<file path="config.mk">
export PLATFORM = sky130hd
export DESIGN_NAME = sipo_burst_arbiter
export DESIGN_NICKNAME = d
export VERILOG_FILES = /design/src/rtl/sipo_arb_pkg.sv /design/src/rtl/rr_arbiter.sv /design/src/rtl/sipo_burst_arbiter.sv
export SDC_FILE = /design/constraint.sdc
export NUM_CORES = 1
export LEC_CHECK = 0
export CAP_MARGIN = 10
export CORE_AREA = 10 10 121 123
export CTS_CLUSTER_SIZE = 25
export DETAILED_ROUTE_END_ITERATION = 8
export DIE_AREA = 0 0 131 133
export PLACE_DENSITY = 0.72
export REMOVE_ABC_BUFFERS = 1
export SKIP_CTS_REPAIR_TIMING = 1
export SLEW_MARGIN = 0
export SYNTH_ARGS = -nofsm -noshare
export SYNTH_HDL_FRONTEND = slang
export SYNTH_SLANG_ARGS = --single-unit
</file>
<file path="constraint.sdc">
create_clock -name clk_i -period 2.7 [get_ports clk_i]
set_input_delay 0.54 -clock clk_i [delete_from_list [all_inputs] [get_ports clk_i]]
set_output_delay 0.54 -clock clk_i [all_outputs]
set_load 0.005 [all_outputs]
</file>
<file path="src/rtl/sipo_arb_pkg.sv">
// Shared types and default sizing for the sipo burst arbiter.
// The FSM state type and the default producer/line geometry live here.
package sipo_arb_pkg;

    localparam int DEF_NUM_REQ        = 4;
    localparam int DEF_SIZE_OF_INPUT  = 64;
    localparam int DEF_SIZE_OF_BUFFER = 8;

    // Source-ID width for the default producer count.
    localparam int ID_W = $clog2(DEF_NUM_REQ);

    typedef enum logic [1:0] {
        IDLE      = 2'd0,
        FILL      = 2'd1,
        FULL_WAIT = 2'd2,
        DRAIN     = 2'd3
    } arb_state_e;

endpackage

</file>
<file path="src/rtl/rr_arbiter.sv">
// Combinational round-robin picker: returns the first requester at or after ptr,
// wrapping back to index 0 when nothing at or above ptr is requesting.
module rr_arbiter
    import sipo_arb_pkg::*;
#(
    parameter int NUM_REQ = DEF_NUM_REQ,
    parameter int ID_W_P  = $clog2(NUM_REQ)
) (
    input  logic [NUM_REQ-1:0] req,
    input  logic [ID_W_P-1:0]  ptr,
    output logic [ID_W_P-1:0]  gnt_id,
    output logic               gnt_valid
);

    logic [NUM_REQ-1:0] ptr_mask;
    logic [NUM_REQ-1:0] hi_req;
    logic               hi_any;

    genvar gi;
    generate
        for (gi = 0; gi < NUM_REQ; gi++) begin : g_mask
            assign ptr_mask[gi] = (ID_W_P'(gi) >= ptr);
        end
    endgenerate

    assign hi_req = req & ptr_mask;
    assign hi_any = |hi_req;

    // Scanning downward leaves the lowest qualifying index in gnt_id.
    always_comb begin
        gnt_id    = '0;
        gnt_valid = |req;
        for (int i = NUM_REQ - 1; i >= 0; i--) begin
            if (hi_any ? hi_req[i] : req[i]) begin
                gnt_id = ID_W_P'(i);
            end
        end
    end

endmodule

</file>
<file path="src/rtl/sipo_burst_arbiter.sv">
// Shares one sipo line buffer among NUM_REQ producers: grants a full-line burst
// round-robin, strobes the buffer, and presents each finished line with its source ID.
module sipo_burst_arbiter
    import sipo_arb_pkg::*;
#(
    parameter int NUM_REQ        = DEF_NUM_REQ,
    parameter int SIZE_OF_INPUT  = DEF_SIZE_OF_INPUT,
    parameter int SIZE_OF_BUFFER = DEF_SIZE_OF_BUFFER
) (
    input  logic                               clk_i,
    input  logic                               rst_i,
    input  logic [NUM_REQ-1:0]                 req_valid_i,
    input  logic [NUM_REQ*SIZE_OF_INPUT-1:0]   req_data_i,
    output logic [NUM_REQ-1:0]                 req_ready_o,
    output logic                               sipo_wr_en_o,
    output logic                               sipo_rd_en_o,
    output logic [SIZE_OF_INPUT-1:0]           sipo_data_o,
    input  logic                               sipo_is_full_i,
    output logic                               line_valid_o,
    input  logic                               line_ready_i,
    output logic [$clog2(NUM_REQ)-1:0]         line_src_o,
    output logic                               err_o
);

    localparam int SRC_W = $clog2(NUM_REQ);
    localparam int CNT_W = $clog2(SIZE_OF_BUFFER + 1);
    localparam logic [CNT_W-1:0] LAST_BEAT = CNT_W'(SIZE_OF_BUFFER - 1);
    localparam logic [CNT_W-1:0] FULL_BEAT = CNT_W'(SIZE_OF_BUFFER);
    localparam logic [SRC_W-1:0] LAST_ID   = SRC_W'(NUM_REQ - 1);

    arb_state_e         state_reg, state_next;
    logic [SRC_W-1:0]   grant_id_reg, grant_id_next;
    logic [SRC_W-1:0]   rr_ptr_reg, rr_ptr_next;
    logic [SRC_W-1:0]   line_src_reg, line_src_next;
    logic [CNT_W-1:0]   beat_cnt_reg, beat_cnt_next;
    logic               line_valid_reg, line_valid_next;
    logic               err_reg, err_next;

    logic [SRC_W-1:0]   arb_gnt_id;
    logic               arb_gnt_valid;
    logic [SIZE_OF_INPUT-1:0] req_word [NUM_REQ];
    logic [NUM_REQ-1:0] ready_vec;
    logic               in_fill;
    logic               accept;
    logic               line_done;
    logic               slot_free;

    assign in_fill   = (state_reg == FILL);
    assign accept    = in_fill && req_valid_i[grant_id_reg];
    assign line_done = accept && (beat_cnt_reg == LAST_BEAT);
    // sipo.data_o may be overwritten once the current line is gone or leaving now.
    assign slot_free = !line_valid_reg || line_ready_i;

    genvar gi;
    generate
        for (gi = 0; gi < NUM_REQ; gi++) begin : g_port
            assign req_word[gi]  = req_data_i[gi*SIZE_OF_INPUT +: SIZE_OF_INPUT];
            assign ready_vec[gi] = in_fill && (grant_id_reg == SRC_W'(gi));
        end
    endgenerate

    rr_arbiter #(
        .NUM_REQ (NUM_REQ),
        .ID_W_P  (SRC_W)
    ) u_rr_arbiter (
        .req       (req_valid_i),
        .ptr       (rr_ptr_reg),
        .gnt_id    (arb_gnt_id),
        .gnt_valid (arb_gnt_valid)
    );

    always_ff @(posedge clk_i or posedge rst_i) begin
        if (rst_i) begin
            state_reg <= IDLE;
        end else begin
            state_reg <= state_next;
        end
    end

    always_comb begin
        state_next = state_reg;
        case (state_reg)
            IDLE:      if (arb_gnt_valid) state_next = FILL;
            FILL:      if (line_done) state_next = slot_free ? DRAIN : FULL_WAIT;
            FULL_WAIT: if (slot_free) state_next = DRAIN;
            DRAIN:     state_next = IDLE;
            default:   state_next = IDLE;
        endcase
    end

    always_comb begin
        req_ready_o  = ready_vec;
        sipo_wr_en_o = accept;
        sipo_rd_en_o = (state_reg == DRAIN);
        sipo_data_o  = in_fill ? req_word[grant_id_reg] : '0;
    end

    always_comb begin
        grant_id_next   = grant_id_reg;
        rr_ptr_next     = rr_ptr_reg;
        beat_cnt_next   = beat_cnt_reg;
        line_valid_next = line_valid_reg;
        line_src_next   = line_src_reg;
        err_next        = err_reg;

        if (state_reg == IDLE && arb_gnt_valid) begin
            grant_id_next = arb_gnt_id;
        end
        if (accept) begin
            beat_cnt_next = beat_cnt_reg + 1'b1;
        end
        if (line_valid_reg && line_ready_i) begin
            line_valid_next = 1'b0;
        end
        // A drain in the same cycle as a handshake re-arms the slot with the new line.
        if (state_reg == DRAIN) begin
            beat_cnt_next   = '0;
            rr_ptr_next     = (grant_id_reg == LAST_ID) ? '0 : grant_id_reg + 1'b1;
            line_valid_next = 1'b1;
            line_src_next   = grant_id_reg;
        end
        if ((state_reg == FULL_WAIT || state_reg == DRAIN) &&
            (sipo_is_full_i != (beat_cnt_reg == FULL_BEAT))) begin
            err_next = 1'b1;
        end
    end

    always_ff @(posedge clk_i or posedge rst_i) begin
        if (rst_i) begin
            grant_id_reg   <= '0;
            rr_ptr_reg     <= '0;
            beat_cnt_reg   <= '0;
            line_valid_reg <= 1'b0;
            line_src_reg   <= '0;
            err_reg        <= 1'b0;
        end else begin
            grant_id_reg   <= grant_id_next;
            rr_ptr_reg     <= rr_ptr_next;
            beat_cnt_reg   <= beat_cnt_next;
            line_valid_reg <= line_valid_next;
            line_src_reg   <= line_src_next;
            err_reg        <= err_next;
        end
    end

    assign line_valid_o = line_valid_reg;
    assign line_src_o   = line_src_reg;
    assign err_o        = err_reg;

endmodule

</file>
# After elaboration in Yosys (flattened, before gate mapping)
# Cells that the tools add are included.
[classes]
n_eq_ne = 12
n_mux = 24
n_addsub = 2
magnitude_cmp = 6
n_reduce_logical = 19
multipliers = 0
bitwise = 2
n_div = 0
shift = 0
[op_table]
columns = ["operator", "n"]
rows = [
  ["$mux 64", 3],
  ["$bmux 64 s2", 1],
  ["$mux 2", 8],
  ["$logic_and 1x1->1", 9],
  ["$eq 2x2->1 const B", 4],
  ["$mux 1", 8],
  ["$mux 4", 2],
  ["$pmux 2 s4", 1],
  ["$reduce_or 4->1", 2],
  ["$add 4x1->4 const B", 1],
  ["$and 4x4->4", 1],
  ["$eq 2x1->1 const B", 2],
  ["$eq 4x3->1 const B", 1],
  ["$eq 4x4->1 const B", 1],
  ["$ge 1x2->1 const A", 2],
  ["$ge 2x2->1 const A", 2],
  ["$logic_not 2->1", 2],
  ["$ne 2x2->1 const B", 2],
  ["$reduce_bool 2->1", 2],
  ["$ge 3x3->1 const B", 1],
  ["$lt 2x3->1 const B", 1],
  ["$not 2->3", 1],
  ["$reduce_and 3->1", 1],
  ["$add 2x1->2 const B", 1],
  ["other kinds (5)", 6],
]
[totals]
inputBits = 264
reg_bits = 14
memories = 0
latch_bits = 0
output_inout_bits = 74
elab_cells = 72
mem_bits_rw = 0
mem_bits_ro = 0

# Depth between registers and ports, before layout
[depth]
word_depth = 8
depth_mapped = 6

# Cells and area by module
# A second synthesis with hierarchy kept.
[hier_totals]
cells_unflattened = 237
area_unflattened_um2 = 2837.7
[by_module_without_submodules]
columns = ["module", "area_per_inst_um2", "instances", "seq_area_each_um2", "cells_per_inst"]
rows = [
  ["sipo_burst_arbiter", 2767.7, 1, 350.3, 226],
  ["rr_arbiter", 70.1, 1, 0.0, 11],
]

# Least setup slack after synthesis
# Ideal clock, no wire load.
[synth_timing]
kind = "reg2out"
startpoint = "register grant_id_reg[0]"
endpoint = "output port sipo_data_o[16]"
stages_incl_launch_ff = 6
required_ns = 2.160
n_path_buf = 3
arrival_time_ns = 1.621
path_slack_ns = 0.539
path_cell_list = "dfrtp_1 -> clkbuf_1 -> buf_4 -> buf_4 -> mux4_2 -> and2_1"
[synth_between]
elab_chain_len = 5
[synth_lines]
columns = ["item", "line_no", "source"]
rows = [
  ["start, declared", "sipo_burst_arbiter.sv:32", "logic [SRC_W-1:0] grant_id_reg, grant_id_next;"],
  ["start signal, assigned", "sipo_burst_arbiter.sv:137", "grant_id_reg <= grant_id_next;"],
  ["$not 2->3 (implied by the code)", "sipo_burst_arbiter.sv:95", "sipo_data_o = in_fill ? req_word[grant_id_reg] : '0;"],
  ["$bmux 64 s2", "sipo_burst_arbiter.sv:95", ""],
  ["$mux 64 (implied by the code) (2 in series)", "sipo_burst_arbiter.sv:95", ""],
  ["$mux 64", "sipo_burst_arbiter.sv:95", ""],
  ["end, declared", "sipo_burst_arbiter.sv:17", "output logic [SIZE_OF_INPUT-1:0] sipo_data_o,"],
]
# Every way passes these cells. The select of a mux whose other input is x is not followed.

# Worst setup path in the final report
[layout_timing]
startpoint = "register grant_id_reg[0]"
endpoint = "output port sipo_data_o[5]"
# The elaborated chain is that of the path after synthesis.

==> results_dict.tcl <==
set metrics [dict create \
    status "complete, no violations" \
    powerDensity_nw_per_um2 732 \
    hold_ws_ns 0.492 \
    setup_slack_ns 0.0302 \
    period_needed_ns 2.67 \
    fp.dieH_um 133 \
    drt_pass1_iterations 4 \
    first_iter_violations 137 \
    pre_cts_slack_ns 0.0110 \
    slowest_delay_ns 0.54 \
    finalMaxSlewViolations 0 \
    max_freq_mhz 375 \
    end_kind "output port" \
    row_count 41 \
    slew_headroom_pct 63.1 \
    vias 3681 \
    numPortBuffers 337 \
    synthesis.area_um2 2830 \
    dieArea_um2 17400 \
    syn_avg_cell_area_um2 11.7 \
    power.leakage_nw 2.92 \
    ant_nets 0 \
    cts_num_sinks 14 \
    htreeDepth 1 \
    areaGrowthSynthToFinish_pct 143 \
    yosys.cell_count.top_type "and2_1" \
    cap_viol_max_count 0 \
    grt_pass1_vias 3879 \
    cts_tree "yes" \
    synth_top_flop_cell "dfrtp_1" \
    async_reset_ff_share_pct 100 \
    nets 870 \
    ys_seq_area_share_pct 12.4 \
    floorplan.initialDensity_pct 22.9 \
    total_power_mw 5.04 \
    finalHoldViolations 0 \
    place_congestion 0.957 \
    hp-class "flop to flop" \
    postPlaceCellArea_um2 6490 \
    ys_warn_count 0 \
    avgViaCountPerCell 4.78 \
    worstSetupPathType "flop to output port" \
    yosys.area.top_type "mux4_2" \
    clk-insertion-delay-late_ns 0.24 \
    post-route-period-util_pct 98.9 \
    die_x_um 131 \
    cts-root-buf "clkbuf_16" \
    synth-edff-count 0 \
    final_cell_area_um2 6880 \
    wl_um 19200 \
    fill_cells 1071 \
    drc 0 \
    cts_buffer_depth 2 \
    grt_overflow 0 \
    final_core_util_pct 55.7 \
    netlist_top_cells_area "mux4_2 (52%), and2_1 (15%), dfrtp_1 (12%)" \
    ir_worst_vdd_mv 0.528 \
    yosysTopAreaCellShare_pct 51.7 \
    grt_setup_unrepaired "yes" \
    track_usage_pct 20.2 \
    path_clk_slew_ns 0.05 \
    avgRoutedWirePerCell_um 24.9 \
    crit_slowest_cell "mux4_2" \
    drive_gt1_share_pct 18.8 \
    coreArea_um2 12400 \
    cts_buffers 3 \
    netlist_instances 243 \
    grt_max_degree 35 \
    ioPinCount 338 \
    crit_fanout 5 \
    path_cells "buf_6 > buf_12 > mux4_2 > and2_1 > clkdlybuf4s50_1" \
    worst_pin_slew_ns 0.552 \
    worstPathArrival_ns 2.13 \
    dp_hpwl_um 16400 \
    ys_ff_latch 14 \
    largest_reg_flops 4 \
    antenna_found_initial 8 \
    synth.distinct_cells 31 \
    yosys-top-cells-count "and2_1 (68), mux4_2 (65), clkbuf_1 (15)" \
    finClkSkew_ns 0.00309 \
    setup_viol 0 \
    worstSetupStartpointType "flop" \
    grt_pass1_wl_um 26600 \
    critPathRequiredTime_ns 2.16 \
]
[kinds of logic (layout without fill, tap and decap cells)]
logic type               count (synthesis)  in the layout  share of synthesized area [%]
buffers and inverters                   37            389                           5.92
flip-flops                              14             14                           12.4
adder cells (fa/ha/maj)                 10             10                           4.42
multiplexers                            69             69                           53.2
AO/OA/AOI/OAI                           17             17                           4.02
XOR/XNOR                                 4              4                           1.24
other                                    0              3                              0
AND/OR/NAND/NOR                         92             92                           18.9
[path summary, 6_finish.rpt]
path	end	depth (start not counted)	startpoint	slack, ns
hold / removal	err_o	1	err_o	0.49
setup / recovery	sipo_data_o[5]	5	grant_id_reg[0]	0.03
setup reg to reg	state_reg[0]	7	grant_id_reg[0]	0.77
hold reg to reg	err_o	1	err_o	0.49
max in group asynchronous	grant_id_reg[0]	2	rst_i	1.64
min in group asynchronous	line_valid_o	2	rst_i	0.65
[metal layers]
metal / share of wire [%] / global-route usage [%] / vias up
li1: - / - / 1642
met1: 35 / 21.7 / 1822
met2: 53 / 37.0 / 181
met3: 9.3 / 6.23 / 30
met4: 2.6 / 5.32 / 6
met5: 0.21 / 0 / -
[where the power goes]
group	switching (mW)	total (mW)	leakage, nW	internal, mW
Clock	0.0832	0.282	0.0382	0.199
Combinational	1.63	4.37	2.71	2.74
Sequential	0.0860	0.386	0.170	0.300
[cells in the final DEF (no fill, tap or decap), types with 5 or more instances in the layout]
cell | netlist | layout
a21oi_1 | 6 | 6
and2_1 | 68 | 68
buf_12 | 0 | 5
buf_4 | 4 | 25
clkbuf_16 | 0 | 7
clkdlybuf4s50_1 | 0 | 313
dfrtp_1 | 14 | 12
dlymetal6s2s_1 | 0 | 24
ha_1 | 10 | 9
inv_1 | 12 | 12
mux4_2 | 65 | 65
nand2_1 | 8 | 8
nor2_1 | 7 | 7
[through the flow]
stage / std cells / TNS (ns)
after floorplan: 218 / -98.66
after global placement: 745 / 0
after detailed placement: 745 / 0
after CTS: 749 / -0.959
after global routing: 770 / -0.0135
final: 770 / 0
[final cells by class]
class / count / area, um^2 / share of cell area (%)
diodes: 3 / 7.51 / 0.109
multi-input cells: 192 / 2320 / 33.7
inverters: 12 / 45.0 / 0.655
well taps: 172 / 215 / 3.13
flip-flops and latches: 14 / 355 / 5.16
repair buffers: 373 / 3860 / 56.1
clock buffers: 4 / 78.8 / 1.15
[critical path, delay by kind of cell (launching register included)]
family | cells | cell delay [ns]
buffers and inverters | 3 | 0.73
muxes | 1 | 0.54
DFF | 1 | 0.42
and+or+nand+nor | 1 | 0.19
Note: power is estimated with default switching activity, not from simulation.
